==> src/rtl/game_pkg.sv <==
// Shared constants, state types and the paddle clamp helper for the game controller.
package game_pkg;

  localparam int unsigned Y_W            = 11;
  localparam int unsigned Y_MIN          = 30;
  localparam int unsigned Y_MAX          = 450;
  localparam int unsigned Y_CENTER       = 240;
  localparam int unsigned BAT_HALF_LARGE = 29;
  localparam int unsigned BAT_HALF_SMALL = 19;
  localparam int unsigned STEP_SLOW      = 1;
  localparam int unsigned STEP_FAST      = 3;

  typedef enum logic [1:0] {
    IDLE,
    SLOW,
    FAST
  } paddle_state_t;

  typedef enum logic [1:0] {
    DIR_NONE,
    DIR_UP,
    DIR_DOWN
  } dir_t;

  // Saturate a signed candidate position into [lo, hi].
  function automatic logic [Y_W-1:0] clamp_y(input logic signed [Y_W:0] v,
                                             input logic [Y_W-1:0]      lo,
                                             input logic [Y_W-1:0]      hi);
    logic [Y_W-1:0] r;
    if (v < $signed({1'b0, lo})) begin
      r = lo;
    end else if (v > $signed({1'b0, hi})) begin
      r = hi;
    end else begin
      r = v[Y_W-1:0];
    end
    return r;
  endfunction

endpackage

==> src/rtl/paddle_axis.sv <==
// One paddle channel: button sync + debounce, accelerating move FSM, clamped position.
module paddle_axis
  import game_pkg::*;
#(
  parameter int unsigned DEBOUNCE_CYCLES = 50000,
  parameter int unsigned ACCEL_TICKS     = 24
) (
  input  logic           clk_i,
  input  logic           rst_i,
  input  logic           up_i,
  input  logic           down_i,
  input  logic           tick_i,
  input  logic           center_i,
  input  logic [Y_W-1:0] lo_i,
  input  logic [Y_W-1:0] hi_i,
  output logic [Y_W-1:0] y_o,
  output logic           moving_o
);

  localparam int unsigned   CW        = (DEBOUNCE_CYCLES > 1) ? $clog2(DEBOUNCE_CYCLES) : 1;
  localparam logic [CW-1:0] CNT_LAST  = CW'(DEBOUNCE_CYCLES - 1);
  localparam int unsigned   HW        = (ACCEL_TICKS > 1) ? $clog2(ACCEL_TICKS + 1) : 1;
  localparam logic [HW-1:0] HOLD_LAST = HW'(ACCEL_TICKS - 1);

  // Bit 0 = up button, bit 1 = down button.
  logic [1:0]           sync1_q;
  logic [1:0]           sync2_q;
  logic [1:0]           acc_q;
  logic [CW-1:0]        cnt_q [2];

  dir_t                 dir;
  paddle_state_t        state_q, state_d;
  dir_t                 dir_q, dir_d;
  logic [HW-1:0]        hold_q, hold_d;
  logic [Y_W-1:0]       y_q, y_d;
  logic                 moving_q, moving_d;
  logic signed [Y_W:0]  delta;
  logic signed [Y_W:0]  y_sum;

  // Two-flop synchronizers and per-button debounce counters.
  always_ff @(posedge clk_i or posedge rst_i) begin
    if (rst_i) begin
      sync1_q <= '0;
      sync2_q <= '0;
      acc_q   <= '0;
      for (int unsigned i = 0; i < 2; i++) begin
        cnt_q[i] <= '0;
      end
    end else begin
      sync1_q <= {down_i, up_i};
      sync2_q <= sync1_q;
      for (int unsigned i = 0; i < 2; i++) begin
        if (sync2_q[i] == acc_q[i]) begin
          cnt_q[i] <= '0;
        end else if (cnt_q[i] == CNT_LAST) begin
          acc_q[i] <= sync2_q[i];
          cnt_q[i] <= '0;
        end else begin
          cnt_q[i] <= cnt_q[i] + CW'(1);
        end
      end
    end
  end

  // Direction from accepted button levels; both or neither means no movement.
  always_comb begin
    dir = DIR_NONE;
    if (acc_q == 2'b01) begin
      dir = DIR_UP;
    end else if (acc_q == 2'b10) begin
      dir = DIR_DOWN;
    end
  end

  // Next state, hold count and clamped position; recentre overrides any tick.
  always_comb begin
    state_d = state_q;
    dir_d   = dir_q;
    hold_d  = hold_q;
    delta   = '0;
    if (center_i) begin
      state_d = IDLE;
      dir_d   = DIR_NONE;
      hold_d  = '0;
    end else begin
      unique case (state_q)
        IDLE: begin
          if (dir != DIR_NONE) begin
            state_d = SLOW;
            dir_d   = dir;
            hold_d  = '0;
          end
        end
        SLOW, FAST: begin
          if (dir == DIR_NONE) begin
            state_d = IDLE;
            dir_d   = DIR_NONE;
            hold_d  = '0;
          end else if (dir != dir_q) begin
            state_d = SLOW;
            dir_d   = dir;
            hold_d  = '0;
          end else if (tick_i) begin
            delta = (state_q == FAST) ? (Y_W+1)'(STEP_FAST) : (Y_W+1)'(STEP_SLOW);
            if (dir == DIR_UP) begin
              delta = -delta;
            end
            if (state_q == SLOW) begin
              if (hold_q == HOLD_LAST) begin
                state_d = FAST;
                hold_d  = '0;
              end else begin
                hold_d = hold_q + HW'(1);
              end
            end
          end
        end
        default: begin
          state_d = IDLE;
          dir_d   = DIR_NONE;
          hold_d  = '0;
        end
      endcase
    end
    // Clamp runs every cycle so a limit change takes effect without a tick.
    if (center_i) begin
      y_sum = (Y_W+1)'(Y_CENTER);
    end else begin
      y_sum = $signed({1'b0, y_q}) + delta;
    end
    y_d      = clamp_y(y_sum, lo_i, hi_i);
    moving_d = (state_d != IDLE);
  end

  // Channel FSM with registered position and moving flag.
  always_ff @(posedge clk_i or posedge rst_i) begin
    if (rst_i) begin
      state_q  <= IDLE;
      dir_q    <= DIR_NONE;
      hold_q   <= '0;
      y_q      <= Y_W'(Y_CENTER);
      moving_q <= 1'b0;
    end else begin
      state_q  <= state_d;
      dir_q    <= dir_d;
      hold_q   <= hold_d;
      y_q      <= y_d;
      moving_q <= moving_d;
    end
  end

  assign y_o      = y_q;
  assign moving_o = moving_q;

endmodule

==> src/rtl/paddle_input_controller.sv <==
// Two-player paddle input front end: shared movement tick and bat-size limits.
module paddle_input_controller
  import game_pkg::*;
#(
  parameter int unsigned DEBOUNCE_CYCLES = 50000,
  parameter int unsigned TICK_DIV        = 65536,
  parameter int unsigned ACCEL_TICKS     = 24
) (
  input  logic        clk,
  input  logic        rst,
  input  logic        p1_up,
  input  logic        p1_down,
  input  logic        p2_up,
  input  logic        p2_down,
  input  logic        bat_size,
  input  logic        center,
  output logic [10:0] p1_y,
  output logic [10:0] p2_y,
  output logic        p1_moving,
  output logic        p2_moving
);

  localparam int unsigned   PW       = (TICK_DIV > 1) ? $clog2(TICK_DIV) : 1;
  localparam logic [PW-1:0] PRE_LAST = PW'(TICK_DIV - 1);

  logic [PW-1:0]  pre_q;
  logic           tick;
  logic [Y_W-1:0] lo;
  logic [Y_W-1:0] hi;

  // Movement prescaler, wraps every TICK_DIV cycles.
  always_ff @(posedge clk or posedge rst) begin
    if (rst) begin
      pre_q <= '0;
    end else if (pre_q == PRE_LAST) begin
      pre_q <= '0;
    end else begin
      pre_q <= pre_q + PW'(1);
    end
  end

  assign tick = (pre_q == PRE_LAST);

  // Playfield limits for the active bat size.
  always_comb begin
    if (bat_size) begin
      lo = Y_W'(Y_MIN + BAT_HALF_SMALL);
      hi = Y_W'(Y_MAX - BAT_HALF_SMALL);
    end else begin
      lo = Y_W'(Y_MIN + BAT_HALF_LARGE);
      hi = Y_W'(Y_MAX - BAT_HALF_LARGE);
    end
  end

  paddle_axis #(
    .DEBOUNCE_CYCLES(DEBOUNCE_CYCLES),
    .ACCEL_TICKS    (ACCEL_TICKS)
  ) u_p1 (
    .clk_i   (clk),
    .rst_i   (rst),
    .up_i    (p1_up),
    .down_i  (p1_down),
    .tick_i  (tick),
    .center_i(center),
    .lo_i    (lo),
    .hi_i    (hi),
    .y_o     (p1_y),
    .moving_o(p1_moving)
  );

  paddle_axis #(
    .DEBOUNCE_CYCLES(DEBOUNCE_CYCLES),
    .ACCEL_TICKS    (ACCEL_TICKS)
  ) u_p2 (
    .clk_i   (clk),
    .rst_i   (rst),
    .up_i    (p2_up),
    .down_i  (p2_down),
    .tick_i  (tick),
    .center_i(center),
    .lo_i    (lo),
    .hi_i    (hi),
    .y_o     (p2_y),
    .moving_o(p2_moving)
  );

endmodule

==> config.mk <==
export PLATFORM = sky130hd
export DESIGN_NAME = paddle_input_controller
export DESIGN_NICKNAME = d
export VERILOG_FILES = /design/src/rtl/game_pkg.sv /design/src/rtl/paddle_axis.sv /design/src/rtl/paddle_input_controller.sv
export SDC_FILE = /design/constraint.sdc
export NUM_CORES = 1
export LEC_CHECK = 0
export ABC_AREA = 1
export CORE_ASPECT_RATIO = 0.6
export CORE_MARGIN = 3
export CORE_UTILIZATION = 55
export DETAILED_ROUTE_END_ITERATION = 8
export GPL_ROUTABILITY_DRIVEN = 0
export HOLD_SLACK_MARGIN = 0.1
export PLACE_DENSITY = 0.73
export SLEW_MARGIN = 20
export SYNTH_ARGS = -nofsm -noshare
export SYNTH_HDL_FRONTEND = slang
export SYNTH_HIERARCHICAL = 1
export SYNTH_SLANG_ARGS = --single-unit
==> constraint.sdc <==
create_clock -name clk -period 10.6 [get_ports clk]
set_clock_uncertainty 0.05 [all_clocks]
set_input_delay 2.12 -clock clk [delete_from_list [all_inputs] [get_ports clk]]
set_output_delay 2.12 -clock clk [all_outputs]
set_load 0.03 [all_outputs]
Word-level counts from Yosys, hierarchy flattened:

Index checks and enable logic that the tools add are counted.

* word-level logic and storage cells: 168
* bits in latches: 0
* input port bits: 8
* memory bits (read-only): 0
* output and inout port bits: 24
* register bits after elaboration: 134
* memories kept: 0
* RAM bits: 0

* shift operators: 0
* equal/unequal tests: 31
* multiply operators: 0
* reduce and logical (&&, ||, !) cells: 18
* mux-type cells: 77
* bitwise operators: 4
* add/sub/neg operators: 11
* div/mod/pow operators: 0
* $lt $le $gt $ge: 4

Operators with widths (count)
* $mux W12: 14
* $mux W16: 9
* $add A16 B1 Y16 const B: 5
* $eq A16 B16 Y1 const B: 5
* $mux W5: 14
* $mux W2: 28
* $mux W11: 4
* $add A12 B12 Y12: 2
* $gt A12 B10 Y1: 2
* $lt A12 B7 Y1: 2
* $neg A12 Y12: 2
* $pmux W5 S2: 2
* $pmux W2 S2: 4
* $eq A2 B1 Y1 const B: 6
* $reduce_and A2 Y1: 6
* $add A5 B1 Y5 const B: 2
* $eq A5 B5 Y1 const B: 2
* $ne A5 B2 Y1 const B: 2
* $ne A5 B3 Y1 const B: 2
* $eq A2 B2 Y1 const B: 4
* $logic_not A2 Y1: 4
* $mux W4: 2
* $ne A4 B2 Y1 const B: 2
* $reduce_bool A2 Y1: 4
* other kinds (6): 16

Depth between registers and ports, before layout:

Gate-level depths: netlist (run 1).

* depth in word-level cells: 15
* gate-level depth with buffers: 36
* gate-level depth less buffers: 35

Hierarchy:

Netlist (run 1), hierarchy kept.

By module, submodules not included
* paddle_axis at u_p2: cells each 592, instances 1, sequential area each 1481.4 um^2, area an instance 4401.7 um^2
* paddle_axis at u_p1: cells each 595, instances 1, sequential area each 1481.4 um^2, area an instance 4369.2 um^2
* paddle_input_controller: cells each 113, instances 1, sequential area each 400.4 um^2, area an instance 922.1 um^2

Least setup slack after synthesis (run 1):

No wires, ideal clock.

* kind: in2reg
* start: input port center
* end: register u_p2.y_q[1], in the netlist u_p2/y_o[1]
* required time: 10.434 ns
* setup time: 0.116 ns
* path buffers: 2
* setup slack: 5.442 ns
* arrival time: 4.991 ns
* cell stages on the path: 26
* cell sequence: inv_2 buf_6 nand3_2 nor2_4 nand3_2 inv_2 ha_1 nand2_1 nand3_1 a21oi_1 o21ai_0 a21o_1 ha_1 a21oi_1 nor2_1 nor2_1 nand2_1 nand2_1 nand2_1 nand2_1 nand2_1 dlygate4sd1_1 nand4_1 nand2_1 nand2_1 nand2_1

* cells in the longest elaborated chain, start to end: 6
* elaborated cells between the ends (all ways): 7
* classes of those cells: add/sub (1); order compare (2); mux (4)

RTL lines
* from (decl): RTL line paddle_input_controller.sv:16 `input logic center,`
* $mux W12: RTL line paddle_axis.sv:81 `if (center_i) begin`
* $add A12 B12 Y12: RTL line paddle_axis.sv:129 `y_sum = $signed({1'b0, y_q}) + delta;`
* $mux W12 *: RTL line paddle_axis.sv:126 `if (center_i) begin`
* $gt A12 B10 Y1: RTL line game_pkg.sv:32 `end else if (v > $signed({1'b0, hi})) begin`
* $mux W11: RTL line game_pkg.sv:32
* $mux W11 *: RTL line game_pkg.sv:30 `if (v < $signed({1'b0, lo})) begin`
* via u_p2.y_d[1]: RTL line paddle_axis.sv:35 `logic [Y_W-1:0] y_q, y_d;`
* to (signal assigned): RTL line paddle_axis.sv:141 `y_q <= Y_W'(Y_CENTER);`
* to (signal assigned): RTL line paddle_axis.sv:147 `y_q <= y_d;`
* to (decl): RTL line paddle_axis.sv:35

Mark *: on every way through the listed nets, which the timed path passes. The rest lies on a longest branch.
A chain may end at the register's enable or synchronous reset.

Worst setup path after layout (run 1):

* start: input port center
* end: register u_p1.y_q[5], in the netlist u_p1/y_o[5]

* cells in the longest elaborated chain, start to end: 6
* elaborated cells between the ends (all ways): 7
* classes of those cells: add/sub (1); order compare (2); mux (4)

RTL lines (RTL line)
* $mux W12: paddle_axis.sv:81
* $add A12 B12 Y12: paddle_axis.sv:129
* $mux W12 *: paddle_axis.sv:126
* $gt A12 B10 Y1: game_pkg.sv:32
* $mux W11: game_pkg.sv:32
* $mux W11 *: game_pkg.sv:30
* via u_p1.y_d[5]: paddle_axis.sv:35
* to (signal assigned): paddle_axis.sv:141
* to (signal assigned): paddle_axis.sv:147
* to (decl): paddle_axis.sv:35

Marks and branches as above.

==> results of run 1 <==
-- worst max-delay path, delay by kind of cell --
kind | cells | cell delay, ns
buffers and inverters | 4 | 1.24
AND/OR/NAND/NOR | 18 | 1.76
AO/OA/AOI/OAI | 3 | 0.56
adder cells (fa/ha/maj) | 3 | 1.03
-- sequential cells by signal, indices dropped and copies added, names as in the netlist, 5 cells and up --
register,count
pre_q,16
u_p1/cnt_q,32
u_p1/hold_q,5
u_p1/y_o,11
u_p2/cnt_q,32
u_p2/hold_q,5
u_p2/y_o,11
-- cell families after synthesis --
family / count (synthesis) / share of synthesized area, %
other: 2 / 0.07748
XOR/XNOR: 33 / 2.982
AO/OA/AOI/OAI: 128 / 7.693
multiplexers: 5 / 0.5550
flip-flops: 134 / 34.70
AND/OR/NAND/NOR: 706 / 33.61
buffers and inverters: 203 / 8.739
adder cells (fa/ha/maj): 89 / 11.64
-- cell type report --
type                    count  share of cell area (%)
clock inverters            13                   1.553
flip-flops and latches    134                   30.46
clock buffers              19                   3.921
well taps                 228                   2.584
multi-input cells        1033                   52.14
inverters                 188                   6.392
repair buffers             33                   2.947
-- how the worst min path moves through the flow --
stage                                   start                        end  depth (start not counted)
floorplan           u_p1/sync1_q[0]$_DFF_PP0_  u_p1/sync2_q[0]$_DFF_PP0_                          0
finish              u_p2/sync1_q[1]$_DFF_PP0_  u_p2/sync2_q[1]$_DFF_PP0_                          0
global placement    u_p2/sync1_q[0]$_DFF_PP0_  u_p2/sync2_q[0]$_DFF_PP0_                          0
global route        u_p1/sync1_q[0]$_DFF_PP0_  u_p1/sync2_q[0]$_DFF_PP0_                          0
detailed placement  u_p1/sync1_q[0]$_DFF_PP0_  u_p1/sync2_q[0]$_DFF_PP0_                          0
CTS                 u_p1/sync1_q[0]$_DFF_PP0_  u_p1/sync2_q[0]$_DFF_PP0_                          0
-- layer usage --
metal  vias up  track usage [%]
li1       4353                -
met1      3783            36.64
met2       240            34.90
met3        17            4.210
met4         0            5.151
met5         -                0
-- cell usage after synthesis, types with 5 or more instances --
master    instances
a31oi_1           5
nor2_2           12
nor3_2            7
nand2_1         343
inv_2             7
ha_1             87
a21oi_1          57
nor3b_2           5
xor2_1           27
nand3_1          66
inv_1           180
xnor2_1           6
dfrtp_1         126
o21bai_1          8
nand4_1          40
o21ai_0          35
a21o_1            7
buf_6             7
nand3_2          10
nor2_1          146
nor3_1           27
dfstp_2           8
nor4_1            9
nor3b_1          15
nand2_2           7
-- power breakdown --
group	internal [mW]	switching, mW	leakage (nW)
clock network	0.373	0.236	0.277
logic	0.107	0.205	3.68
registers	0.540	0.0191	1.77
==> flow_summary.toml, run 1 <==
[floorplan]
rows = 36
die_w_um = 177.4
dieArea_um2 = 19300
start_util_pct = 57.85
coreArea_um2 = 16760
die-height_um = 108.8
design.portCount = 32

[logic_synthesis]
ys_ff_latch = 134
syn_area_per_cell_um2 = 7.456
synth.area.top_cells = "dfrtp_1 33%, nand2_1 13%, ha_1 11%, inv_1 7.0%, nor2_1 5.7%"
synthFlopType = "dfrtp_1"
syn-cell-area_um2 = 9693
ys_seq_area_share_pct = 34.70
ys_types = 52
synth_area_leader_cell = "dfrtp_1"
ys_async_sr_fraction_pct = 100.0
ys_warn_count = 6
synthCells = 1300
synth_edf_count = 0
synth_top_cell_area_share_pct = 32.53

[setup_path]
reg2reg_to = "u_p1/y_o[5]$_DFF_PP1_"
critPathLaunchType = "input port"
critPathLaunch = "center"
crit_slowest_cell = "clkdlybuf4s50_1"
r2r_start = "pre_q[0]$_DFF_PP0_"
endpoint_kind = "register"
critPathCapture = "u_p1/y_o[5]$_DFF_PP1_"
max_stage_delay_ns = 0.88
worstPathMaxFanout = 12
cp.required_ns = 10.89
worstSetupPathType = "in -> reg"
crit_path_frequent_cell = "nand2_1"
rr_worst_depth = 34
crit_arrival_ns = 6.73
reg2reg_setup_slack_ns = 5.56

[clock_network]
root_buffer = "clkbuf_16"
clk_latency_ns = 0.42
cts_resized = 0
clock_path_buffers = 2
htree_num_levels = 4
post_cts_buffers = 0
cts.sinks = 134
numCtsBuffers = 17
cts.clk_slew.worst_paths_ns = 0.06
holdBufCountCts = 0
cts_tree = "done"

[placed_design]
place_inst = 1616
placed_area_um2 = 10430
dp_hpwl_mm = 16.33
port_buffers = 31
pre_cts_ws_ns = 3.792

[final_layout]
final_util_pct = 65.89
design_area_um2 = 11040
diodes = 0
final_common_cell = "nand2_1"
nets = 1504
nFillCells = 1438
drive_above_1_share_pct = 7.958
area_growth_pct = 13.90
mostFrequentLayoutCells = "343 x nand2_1, 178 x inv_1, 146 x nor2_1, 126 x dfrtp_1, 87 x ha_1"
multi_input_area_um2 = 5757
seq_area_um2 = 3363
stdcell_count = 1648

[sta]
hold_slack_ns = 0.2970
max_freq_mhz = 155.3
hold_viol_final = 0
slew_headroom_pct = 31.71
slew_viol_final = 0
rsz0062_at_grt = "no"
tightestPinTransition_ns = 1.013
fin_crit_ns = 6.439
layout_worst_path_cycle_share_pct = 60.74
setup_ws_ns = 4.161
setup_violations = 0
setup_tns_ns = 0

[detailed_routing]
wl_met2_mm = 8.873
drtIter0Drc = 724
dr.pass1.iters = 6
drt_wl_total_mm = 21.60
vias = 8393
top_layer = "met4"
wl_met3_mm = 1.283
ant_nets = 0
routedWlPerCell_um = 13.10
vias_per_cell = 5.093
drc = 0
m1WireLength_mm = 11.30

[global_routing]
grt_max_degree = 60
overflow = 0
track_usage_pct = 23.80
grt_pass1_wl_mm = 37.28
antenna_found_initial = 0
grt_pass1_vias = 7714

[power_and_ir_drop]
finalPower_mw = 1.480
powerDensity_nw_per_um2 = 134.1
peakVddDrop_uv = 112.3
leakage_nw = 5.724

[worst_hold_path]
hp-class = "reg -> reg"

[outcome]
status = "finished clean"

[run]
maxCapViolations = 0
Note: power is estimated with default switching activity, not from simulation.
==> run 2: changes to the inputs <==
Clock period 10.6 ns to 6.1 ns, I/O delays scaled along.
==> run 2 against run 1 <==
  * Wire length grew 0.49%
  * Via count grew 0.57%
  * Worst setup slack lost 3.2 ns
  * Largest power group unchanged
  * Sequential share of layout area is essentially flat
  * First-iteration DRC count shrank 5.7%
==> flow_summary.toml, run 2 (synthesis results as in run 1) <==
[outcome]
status = "finished clean"

[detailed_routing]
vias = 8441
drtIter0Drc = 683
m1WireLength_mm = 11.18
top_layer = "met4"
routedWlPerCell_um = 13.15
ant_nets = 0
drt_wl_total_mm = 21.70
wl_met2_mm = 8.807
drc = 0
wl_met3_mm = 1.497
vias_per_cell = 5.116
dr.pass1.iters = 6

[sta]
hold_viol_final = 0
slew_headroom_pct = 32.94
max_freq_mhz = 193.6
fin_crit_ns = 5.166
slew_viol_final = 0
setup_violations = 0
tightestPinTransition_ns = 0.9951
rsz0062_at_grt = "no"
layout_worst_path_cycle_share_pct = 84.69
setup_tns_ns = 0
setup_ws_ns = 0.9340

[final_layout]
top_regs = "u_p1/cnt_q x32, u_p2/cnt_q x32, pre_q x16"
mostFrequentLayoutCells = "343 x nand2_1, 178 x inv_1, 146 x nor2_1, 126 x dfrtp_1, 87 x ha_1"
final_common_cell = "nand2_1"
diodes = 0
final_util_pct = 65.99
nets = 1506
drive_above_1_share_pct = 8.158
area_growth_pct = 14.08

[power_and_ir_drop]
finalPower_mw = 2.599
clockPowerShare_pct = 41.5
peakVddDrop_uv = 192.3
swShare_pct = 30.71
intPower_mw = 1.801
leakage_nw = 5.734
comb_power_share_pct = 20.8
switchingPower_uw = 798.3
powerDensity_nw_per_um2 = 235.1
pwr-share-seq_pct = 37.7

[setup_path]
crit_arrival_ns = 5.42
crit_slowest_cell = "clkdlybuf4s50_1"
worstSetupPathType = "in -> reg"
worstPathMaxFanout = 12
rr_worst_depth = 31
critPathLaunch = "center"
crit_path_frequent_cell = "nand2_1"
r2r_start = "pre_q[0]$_DFF_PP0_"
cp.required_ns = 6.36
reg2reg_to = "u_p2/y_o[7]$_DFF_PP1_"
critPathLaunchType = "input port"
reg2reg_setup_slack_ns = 1.00
endpoint_kind = "register"
critPathCapture = "u_p2/y_o[8]$_DFF_PP0_"
max_stage_delay_ns = 0.60

[global_routing]
grt_max_degree = 60
antenna_found_initial = 0
track_usage_pct = 23.56
grt_pass1_wl_mm = 37.00
overflow = 0
grt_pass1_vias = 7651

[clock_network]
cts.sinks = 134
cts.clk_slew.worst_paths_ns = 0.06
cts_tree = "done"
htree_num_levels = 4
holdBufCountCts = 0
post_cts_buffers = 0
numCtsBuffers = 17
root_buffer = "clkbuf_16"
cts_resized = 0
clock_path_buffers = 2
clk_latency_ns = 0.42

[floorplan]
rows = 36
dieArea_um2 = 19300
start_util_pct = 57.85
die_w_um = 177.4
coreArea_um2 = 16760
design.portCount = 32
die-height_um = 108.8

[run]
maxCapViolations = 0

[placed_design]
dp_hpwl_mm = 15.96
port_buffers = 31
pre_cts_ws_ns = 0.6040

[worst_hold_path]
hp-class = "reg -> reg"
## run 2: metal layers
metal | GRT usage [%] | vias to the layer above
met5 | 0 | -
met1 | 36.03 | 3797
met2 | 33.70 | 254
met4 | 5.543 | 0
met3 | 5.393 | 27
li1 | - | 4363
## run 2: worst max-delay path: cells and delay by family
kind | cells | cell delay (ns)
buffers and inverters | 4 | 0.88
AO/OA/AOI/OAI | 2 | 0.21
AND/OR/NAND/NOR | 21 | 2.12
adder cells (fa/ha/maj) | 3 | 1.00
## run 2: per-stage QoR
stage / cells / hold WS [ns] / instance area, µm²
4_1_cts: 1650 / 0.3019 / 11060
3_3_place_gp: 1618 / 0.2814 / 10440
5_1_grt: 1650 / 0.3067 / 11060
3_5_place_dp: 1618 / 0.2886 / 10440
2_1_floorplan: 1370 / 0.2812 / 9956
6_report: 1650 / 0.3003 / 11060
## run 2: area by class of cell
cell class,instances,area (µm²)
Sequential cell,134,3363
Clock inverter,11,147.6
Multi-Input combinational cell,1033,5746
Fill cell,1466,5698
Tap cell,228,285.3
Timing Repair Buffer,35,340.3
Inverter,188,705.7
Clock buffer,21,470.5
## run 2: worst min-delay path by stage
stage / to / slack [ns] / start / cells past startpoint
2_1_floorplan: u_p1/sync2_q[0]$_DFF_PP0_ / 0.28 / u_p1/sync1_q[0]$_DFF_PP0_ / 0
3_5_place_dp: u_p2/sync2_q[0]$_DFF_PP0_ / 0.29 / u_p2/sync1_q[0]$_DFF_PP0_ / 0
5_1_grt: u_p1/sync2_q[1]$_DFF_PP0_ / 0.31 / u_p1/sync1_q[1]$_DFF_PP0_ / 0
3_3_place_gp: u_p1/sync2_q[1]$_DFF_PP0_ / 0.28 / u_p1/sync1_q[1]$_DFF_PP0_ / 0
6_report: u_p1/sync2_q[1]$_DFF_PP0_ / 0.30 / u_p1/sync1_q[1]$_DFF_PP0_ / 0
4_1_cts: u_p2/sync2_q[0]$_DFF_PP0_ / 0.30 / u_p2/sync1_q[0]$_DFF_PP0_ / 0
## run 2: power groups by stage
stage / logic, mW / registers, mW / clock network, mW
2_1_floorplan: 0.333 / 1.04 / 0
3_3_place_gp: 0.525 / 0.994 / 0
3_5_place_dp: 0.531 / 0.993 / 0
4_1_cts: 0.535 / 0.978 / 1.10
5_1_grt: 0.612 / 0.983 / 1.14
6_report: 0.540 / 0.979 / 1.08
